<file path="src/rtl/cpu_ctrl_pkg.sv">
// cpu_ctrl_pkg: shared state encoding and widths for the pipeline stall controller
package cpu_ctrl_pkg;
   typedef enum logic {RUN = 1'b0, MEM_WAIT = 1'b1} state_t;
   localparam int WAIT_W = 4;
endpackage

</file>
<file path="src/rtl/pipeline_stall_ctrl_if.sv">
// pipeline_stall_ctrl_if: hazard requests in, pipeline stage controls out
interface pipeline_stall_ctrl_if #(parameter int CNT_W = 16);
   logic             hz_stall;
   logic             br_taken;
   logic             mem_start;
   logic             pc_en;
   logic             ifid_en;
   logic             ifid_flush;
   logic             idex_bubble;
   logic             back_en;
   logic             mem_busy;
   logic [CNT_W-1:0] stall_cnt;
   modport master (output hz_stall, br_taken, mem_start,
                   input pc_en, ifid_en, ifid_flush, idex_bubble, back_en, mem_busy, stall_cnt);
   modport slave (input hz_stall, br_taken, mem_start,
                  output pc_en, ifid_en, ifid_flush, idex_bubble, back_en, mem_busy, stall_cnt);
endinterface

</file>
<file path="src/rtl/sat_counter.sv">
// sat_counter: up-counter that sticks at all-ones, cleared synchronously
module sat_counter #(parameter int CNT_W = 16) (
   input  logic             clk,
   input  logic             clr_i,
   input  logic             inc_i,
   output logic [CNT_W-1:0] cnt_o
);
   logic [CNT_W-1:0] cnt_q;
   assign cnt_o = cnt_q;
   // count up on inc unless already saturated
   always_ff @(posedge clk)
      cnt_q <= clr_i ? '0 : (inc_i && !(&cnt_q)) ? cnt_q + CNT_W'(1) : cnt_q;
endmodule

</file>
<file path="src/rtl/pipeline_stall_ctrl.sv">
// pipeline_stall_ctrl: stage enables/flush/bubble with multi-cycle memory freeze
module pipeline_stall_ctrl
   import cpu_ctrl_pkg::*;
#(
   parameter int MEM_LAT = 3,
   parameter int CNT_W   = 16
) (
   input logic                 clk,
   input logic                 reset,
   pipeline_stall_ctrl_if.slave bus
);
   state_t            state_q, state_d;
   logic [WAIT_W-1:0] wait_q, wait_d;
   logic              frz, start, hold;
   // next state and Mealy output decode; mem_start is only honoured in RUN
   always_comb begin
      frz             = state_q == MEM_WAIT && wait_q != '0;
      start           = state_q == RUN && bus.mem_start;
      hold            = start || frz;
      state_d         = hold ? MEM_WAIT : RUN;
      wait_d          = start ? WAIT_W'(MEM_LAT) : frz ? wait_q - WAIT_W'(1) : wait_q;
      bus.pc_en       = !reset && !hold && !bus.hz_stall;
      bus.ifid_en     = !reset && !hold && !bus.hz_stall;
      bus.ifid_flush  = reset || (!hold && !bus.hz_stall && bus.br_taken);
      bus.idex_bubble = reset || (!hold && bus.hz_stall);
      bus.back_en     = reset || !hold;
      bus.mem_busy    = !reset && state_q == MEM_WAIT;
   end
   // FSM state and freeze down-counter
   always_ff @(posedge clk) begin
      if (reset) begin
         state_q <= RUN;
         wait_q  <= '0;
      end else begin
         state_q <= state_d;
         wait_q  <= wait_d;
      end
   end
   sat_counter #(.CNT_W(CNT_W)) u_cnt (
      .clk   (clk),
      .clr_i (reset),
      .inc_i (!bus.pc_en),
      .cnt_o (bus.stall_cnt)
   );
endmodule
</file>
<file path="src/flat_wrapper.sv">
// flat-port wrapper written by rule: the top's interface ports become plain ports
module pipeline_stall_ctrl_flat import cpu_ctrl_pkg::*;
#(
   parameter int MEM_LAT = 3,
   parameter int CNT_W   = 16
)
  (clk, reset, bus_hz_stall, bus_br_taken, bus_mem_start, bus_pc_en, bus_ifid_en, bus_ifid_flush, bus_idex_bubble, bus_back_en, bus_mem_busy, bus_stall_cnt);
  pipeline_stall_ctrl_if #(.CNT_W(CNT_W)) bus_i ();
  input logic clk;
  input logic reset;
  input wire logic [$bits(bus_i.hz_stall)-1:0] bus_hz_stall;
  input wire logic [$bits(bus_i.br_taken)-1:0] bus_br_taken;
  input wire logic [$bits(bus_i.mem_start)-1:0] bus_mem_start;
  output wire logic [$bits(bus_i.pc_en)-1:0] bus_pc_en;
  output wire logic [$bits(bus_i.ifid_en)-1:0] bus_ifid_en;
  output wire logic [$bits(bus_i.ifid_flush)-1:0] bus_ifid_flush;
  output wire logic [$bits(bus_i.idex_bubble)-1:0] bus_idex_bubble;
  output wire logic [$bits(bus_i.back_en)-1:0] bus_back_en;
  output wire logic [$bits(bus_i.mem_busy)-1:0] bus_mem_busy;
  output wire logic [$bits(bus_i.stall_cnt)-1:0] bus_stall_cnt;
  assign bus_i.hz_stall = bus_hz_stall;
  assign bus_i.br_taken = bus_br_taken;
  assign bus_i.mem_start = bus_mem_start;
  assign bus_pc_en = bus_i.pc_en;
  assign bus_ifid_en = bus_i.ifid_en;
  assign bus_ifid_flush = bus_i.ifid_flush;
  assign bus_idex_bubble = bus_i.idex_bubble;
  assign bus_back_en = bus_i.back_en;
  assign bus_mem_busy = bus_i.mem_busy;
  assign bus_stall_cnt = bus_i.stall_cnt;
  pipeline_stall_ctrl #(.MEM_LAT(MEM_LAT), .CNT_W(CNT_W)) u_core (.clk(clk), .reset(reset), .bus(bus_i));
endmodule
</file>
<file path="config.mk">
export PLATFORM = sky130hd
export DESIGN_NAME = pipeline_stall_ctrl_flat
export DESIGN_NICKNAME = d
export VERILOG_FILES = /design/src/rtl/cpu_ctrl_pkg.sv /design/src/rtl/pipeline_stall_ctrl_if.sv /design/src/rtl/sat_counter.sv /design/src/rtl/pipeline_stall_ctrl.sv /design/src/flat_wrapper.sv
export SDC_FILE = /design/constraint.sdc
export NUM_CORES = 1
export LEC_CHECK = 0
export CAP_MARGIN = 0
export CORE_UTILIZATION = 45
export DETAILED_ROUTE_END_ITERATION = 7
export PLACE_DENSITY = 0.82
export SYNTH_ARGS = -nofsm -noshare
export SYNTH_HDL_FRONTEND = slang
export SYNTH_SLANG_ARGS = --single-unit
</file>
<file path="constraint.sdc">
create_clock -name clk -period 3.29 [get_ports clk]
set_input_delay 0.329 -clock clk [delete_from_list [all_inputs] [get_ports clk]]
set_output_delay 0.329 -clock clk [all_outputs]
set_load 0.005 [all_outputs]
</file>
## Yosys cells after proc, flatten, opt, wreduce, memory -nomap -nowiden

Cells that the tools add are included.

| cells by class | value |
|---|---|
| add/sub/neg operators | 2 |
| multipliers | 0 |
| divide/modulo/power cells | 0 |
| magnitude comparators | 0 |
| equal/unequal tests | 0 |
| shifts and indexed selects | 0 |
| muxes and demuxes | 3 |
| bitwise gates (word level) | 1 |
| reduce and logical (&&, ||, !) cells | 22 |

Operators with widths:

| cell | count |
|---|---|
| adder 16 x 1 -> 16 bit (second input constant) | 1 |
| AND reduction 16 bit | 1 |
| logical AND 1 bit | 9 |
| logical NOT 1 bit | 5 |
| logical OR 1 bit | 4 |
| two-way mux 2 bit | 2 |
| nonzero test 4 bit | 1 |
| subtractor 4 x 1 -> 4 bit (second input constant) | 1 |
| nonzero test 2 bit | 1 |
| OR reduction 2 bit | 1 |
| two-way mux 1 bit | 1 |
| NOT 1 bit | 1 |

| word-level totals | value |
|---|---|
| flip-flop bits (word level) | 21 |
| latch bits | 0 |
| memory bits (writable) | 0 |
| bits in read-only memories | 0 |
| bits of input ports | 5 |
| logic and storage cells | 32 |
| memories kept | 0 |

## Depth between registers and ports, before layout

| depth | value |
|---|---|
| depth in word-level cells | 8 |
| mapped depth | 8 |
| mapped depth without buffers | 7 |

## Modules after synthesis

From an unflattened synthesis, not the netlist that was laid out.

| unflattened totals | value |
|---|---|
| cells, all modules | 134 |
| area, all modules | 1172.4 µm² |

Modules (own cells, without submodules):

| module | times used | cells each | area an instance (µm²) |
|---|---|---|---|
| sat_counter | 1 | 96 | 833.3 |
| pipeline_stall_ctrl | 1 | 38 | 339.1 |

## Least setup slack after synthesis

No wires, ideal clock.

| path | value |
|---|---|
| path type | flip-flop to flip-flop |
| start point | register u_core.wait_q[0] |
| end point | register u_core.u_cnt.cnt_q[13], in the netlist u_core.u_cnt.cnt_o[13] |
| library setup time | 121 ps |
| arrival time | 1879 ps |
| setup slack | 1290 ps |
| cell stages (with the launch flop) | 9 |
| path buffers | 1 |
| period minus slack after synthesis | 2000 ps |
| path through | dfxtp_1 inv_1 ha_1 and4bb_4 o21ai_4 inv_2 buf_4 nor4_1 mux2_2 |

| on the way | value |
|---|---|
| cells in the longest elaborated chain, start to end | 8 |

Ends and longest elaborated chain:

| element | line | text |
|---|---|---|
| start: declaration | pipeline_stall_ctrl.sv:13 | `logic [WAIT_W-1:0] wait_q, wait_d;` |
| start signal: assignment | pipeline_stall_ctrl.sv:36 | `wait_q <= wait_d;` |
| nonzero test 4 bit | pipeline_stall_ctrl.sv:17 | `frz = state_q == MEM_WAIT && wait_q != '0;` |
| logical AND 1 bit | pipeline_stall_ctrl.sv:17 |  |
| logical OR 1 bit | pipeline_stall_ctrl.sv:19 | `hold = start \|\| frz;` |
| logical NOT 1 bit | - |  |
| logical AND 1 bit (2 in series) | - |  |
| net bus_ifid_en | flat_wrapper.sv:15 | `output wire logic [$bits(bus_i.ifid_en)-1:0] bus_ifid_en;` |
| logical NOT 1 bit | pipeline_stall_ctrl.sv:42 | `.inc_i (!bus.pc_en),` |
| logical AND 1 bit | sat_counter.sv:12 | `cnt_q <= clr_i ? '0 : (inc_i && !(&cnt_q)) ? cnt_q + CNT_W'(1) : cnt_q;` |
| end signal: assignment | sat_counter.sv:12 |  |
| end: declaration | sat_counter.sv:8 | `logic [CNT_W-1:0] cnt_q;` |

The timed path passes the listed nets, and every way through them passes these cells.
A chain may end at the register's enable or synchronous reset.

## Final worst setup path

| path | value |
|---|---|
| start point | register u_core.wait_q[0] |
| end point | output port bus_ifid_flush |

| on the way | value |
|---|---|
| cells in the longest elaborated chain, start to end | 7 |

Ends and longest elaborated chain:

| element | line | text |
|---|---|---|
| nonzero test 4 bit | pipeline_stall_ctrl.sv:17 |  |
| logical AND 1 bit | pipeline_stall_ctrl.sv:17 |  |
| logical OR 1 bit | pipeline_stall_ctrl.sv:19 |  |
| logical NOT 1 bit | pipeline_stall_ctrl.sv:24 | `bus.ifid_flush = reset \|\| (!hold && !bus.hz_stall && bus.br_taken);` |
| logical AND 1 bit (2 in series) | pipeline_stall_ctrl.sv:24 |  |
| logical OR 1 bit | pipeline_stall_ctrl.sv:24 |  |
| end: declaration | flat_wrapper.sv:16 | `output wire logic [$bits(bus_i.ifid_flush)-1:0] bus_ifid_flush;` |

Every way passes these cells.

==> flow_summary.toml <==
[outcome]
status = "finished clean"

[finish]
most-common-layout-cells = "clkdlybuf4s50_1 (26), dfxtp_1 (21), nor2_1 (17)"
num_antenna_cells = 0
syn_to_final_growth_pct = 24.6
final_util = 0.601
final_common_cell = "clkdlybuf4s50_1"
drive_above_1_share = 0.150
final_nets = 175

[pwr]
p_per_area_mw_per_mm2 = 329
ir_worst_vdd_mv = 0.198
power.leakage_nw = 0.551

[synth]
postSynthAreaPerCell_um2 = 8.43
synth_cells = 143
ys_ff_latch = 21
yosysWarnings = 0
synth.area.mux_share = 0.121
ys_types = 35
synth_compound_area_frac = 0.0779
yosysSeqAreaShare = 0.349
synthFlopType = "dfxtp_1"
synth_top_family_by_area = "simple AND/OR/NAND/NOR gates"
postSynth.asyncResetShare = 0
syn_nets = 150
synth_edf_count = 0
synthSimpleGateAreaFrac = 0.366
syn-cell-area_mm2 = 0.00120
synth-xor-area-share = 0.0145
synthAdderAreaFrac = 0.0208

[clocking]
clk_latency_ps = 300
cts_buffers = 3
path_clk_slew_ps = 110
cts.sinks = 21
cts.htree.levels = 1
clk_path_buf_depth = 2
cts_root_buf = "clkbuf_4"
cts_hold_buf = 0
cts_tree = "done"
ctsResizeCount = 0
cts_setup_buffers = 0

[floorplanning]
die_h_um = 53.7
start_util = 0.482
die_w_um = 53.7
dieArea_mm2 = 0.00289
num_io_pins = 27
core_area_mm2 = 0.00250
rows = 18

[grt]
overflow = 0
grt_pass1_wl_um = 4090
grt_pass1_vias = 967
grt_util_all_layers = 0.191
grt_start_max_net_pins = 36
antenna_found_initial = 0

[timing]
worstMarginPinSlew_ps = 777
report.final.slew_viol_count = 0
rsz0062_at_grt = "no"
finClkSkew_ps = 1.84
period_share = 0.769
tns_ps = 0
setup_slack_ps = 759
fin_crit_ps = 2530
setup_viol = 0
max_freq_mhz = 395
relSlewSlack = 0.478
hold-worst-slack_ps = 539
hold_viol_final = 0

[placed_design]
port_buffers = 26
dp_slack_ps = 1020
hpwl_um = 1820
finalWeightedCongestion = 0.844

[critical_path]
crit_type = "flip-flop to primary output"
crit_path_end_kind = "primary output"
rrSetupSlack_ps = 1090
r2r-start = "u_core.wait_q[0]"
setup.worst_path.start_class = "flip-flop"
cp_max_fo = 4
critPathArrivalTime_ps = 2200
worstPathRequired_ps = 2960
startpoint = "u_core.wait_q[0]"

[route]
firstDrtPassIters = 4
vias_per_cell = 5.70
drc = 0
wl_per_cell_um = 12.8
drtIter0Drc = 16
dr_total_vias = 1122
ant_nets = 0
drt_wl_total_um = 2530

[worst_hold_path]
hp-class = "flip-flop to flip-flop"
min_from = "u_core.u_cnt.cnt_o[0]"

[run]
maxCapViolCount = 0
## registers in the layout, indices dropped and copies added (netlist names)
name / cells
u_core.u_cnt.cnt_o: 16
u_core.wait_q: 4
u_core.state_q: 1
## cell type report
| type | instances | area [um^2] |
|---|---|---|
| clock buffer | 4 | 26.3 |
| fill | 240 | 998 |
| inverter | 7 | 26.3 |
| multi-input combinational | 108 | 723 |
| sequential | 21 | 420 |
| tap | 30 | 37.5 |
| timing repair buffer | 27 | 268 |
## worst paths after layout
| check | to | depth (start not counted) |
|---|---|---|
| max | bus_ifid_flush | 6 |
| min | u_core.u_cnt.cnt_o[0] | 2 |
| max reg2reg | u_core.u_cnt.cnt_o[11] | 7 |
| min reg2reg | u_core.u_cnt.cnt_o[0] | 2 |
## power breakdown
| part | internal [mW] | total, mW | leakage, nW | switching, mW |
|---|---|---|---|---|
| logic | 0.0490 | 0.0921 | 0.365 | 0.0431 |
| clock network | 0.0473 | 0.125 | 0.0150 | 0.0781 |
| registers | 0.264 | 0.276 | 0.171 | 0.0118 |
| total | 0.361 | 0.494 | 0.551 | 0.133 |
## routing by layer
layer / global-route usage / share of wire / vias to the layer above / routed length (um)
li1: - / - / 568 / -
met4: 0.0658 / 0.0071 / 0 / 18
met2: 0.323 / 0.49 / 21 / 1240
met3: 0.0254 / 0.032 / 2 / 80
met5: 0 / 0 / - / 0
met1: 0.246 / 0.47 / 531 / 1190
## cells by family (layout without fill, tap and decap cells)
kind of cell / after synthesis / in the layout
compound gates: 14 / 14
simple gates: 77 / 77
mux: 13 / 13
flops: 21 / 21
fa+ha+maj: 2 / 2
xor+xnor: 2 / 2
buf+inv: 14 / 38
## per-stage QoR
| stage | total power [mW] | area (um^2) | cells |
|---|---|---|---|
| floorplan | 0.339 | 1200 | 143 |
| global placement | 0.369 | 1480 | 193 |
| detailed placement | 0.374 | 1480 | 193 |
| CTS | 0.499 | 1500 | 197 |
| global route | 0.523 | 1500 | 197 |
| finish | 0.494 | 1500 | 197 |
## critical path, cell delays in order (launching register included)
cell             delay [ps]
dfxtp_1                 400
inv_1                    60
ha_1                    220
and4bb_4                230
or2_2                   310
a31o_2                  240
clkdlybuf4s50_1         440
## cells in the mapped netlist (2+ instances only)
cell type  number  area, um^2
xor2_1          2        17.5
clkbuf_1        4        15.0
mux2_2         13         146
inv_1           6        22.5
nor2b_1        13        81.3
a21oi_1         7        35.0
nand4_1         6        37.5
and3_1          2        12.5
nand3_1         6        30.0
o21ai_0         2        10.0
nor3_1          9        45.0
or3_1           2        12.5
nand2_1         5        18.8
ha_1            2        25.0
nor4_1          7        43.8
dfxtp_1        21         420
nor2_1         17        63.8
buf_4           2        15.0
No activity file was read; power rests on OpenSTA's default activity.
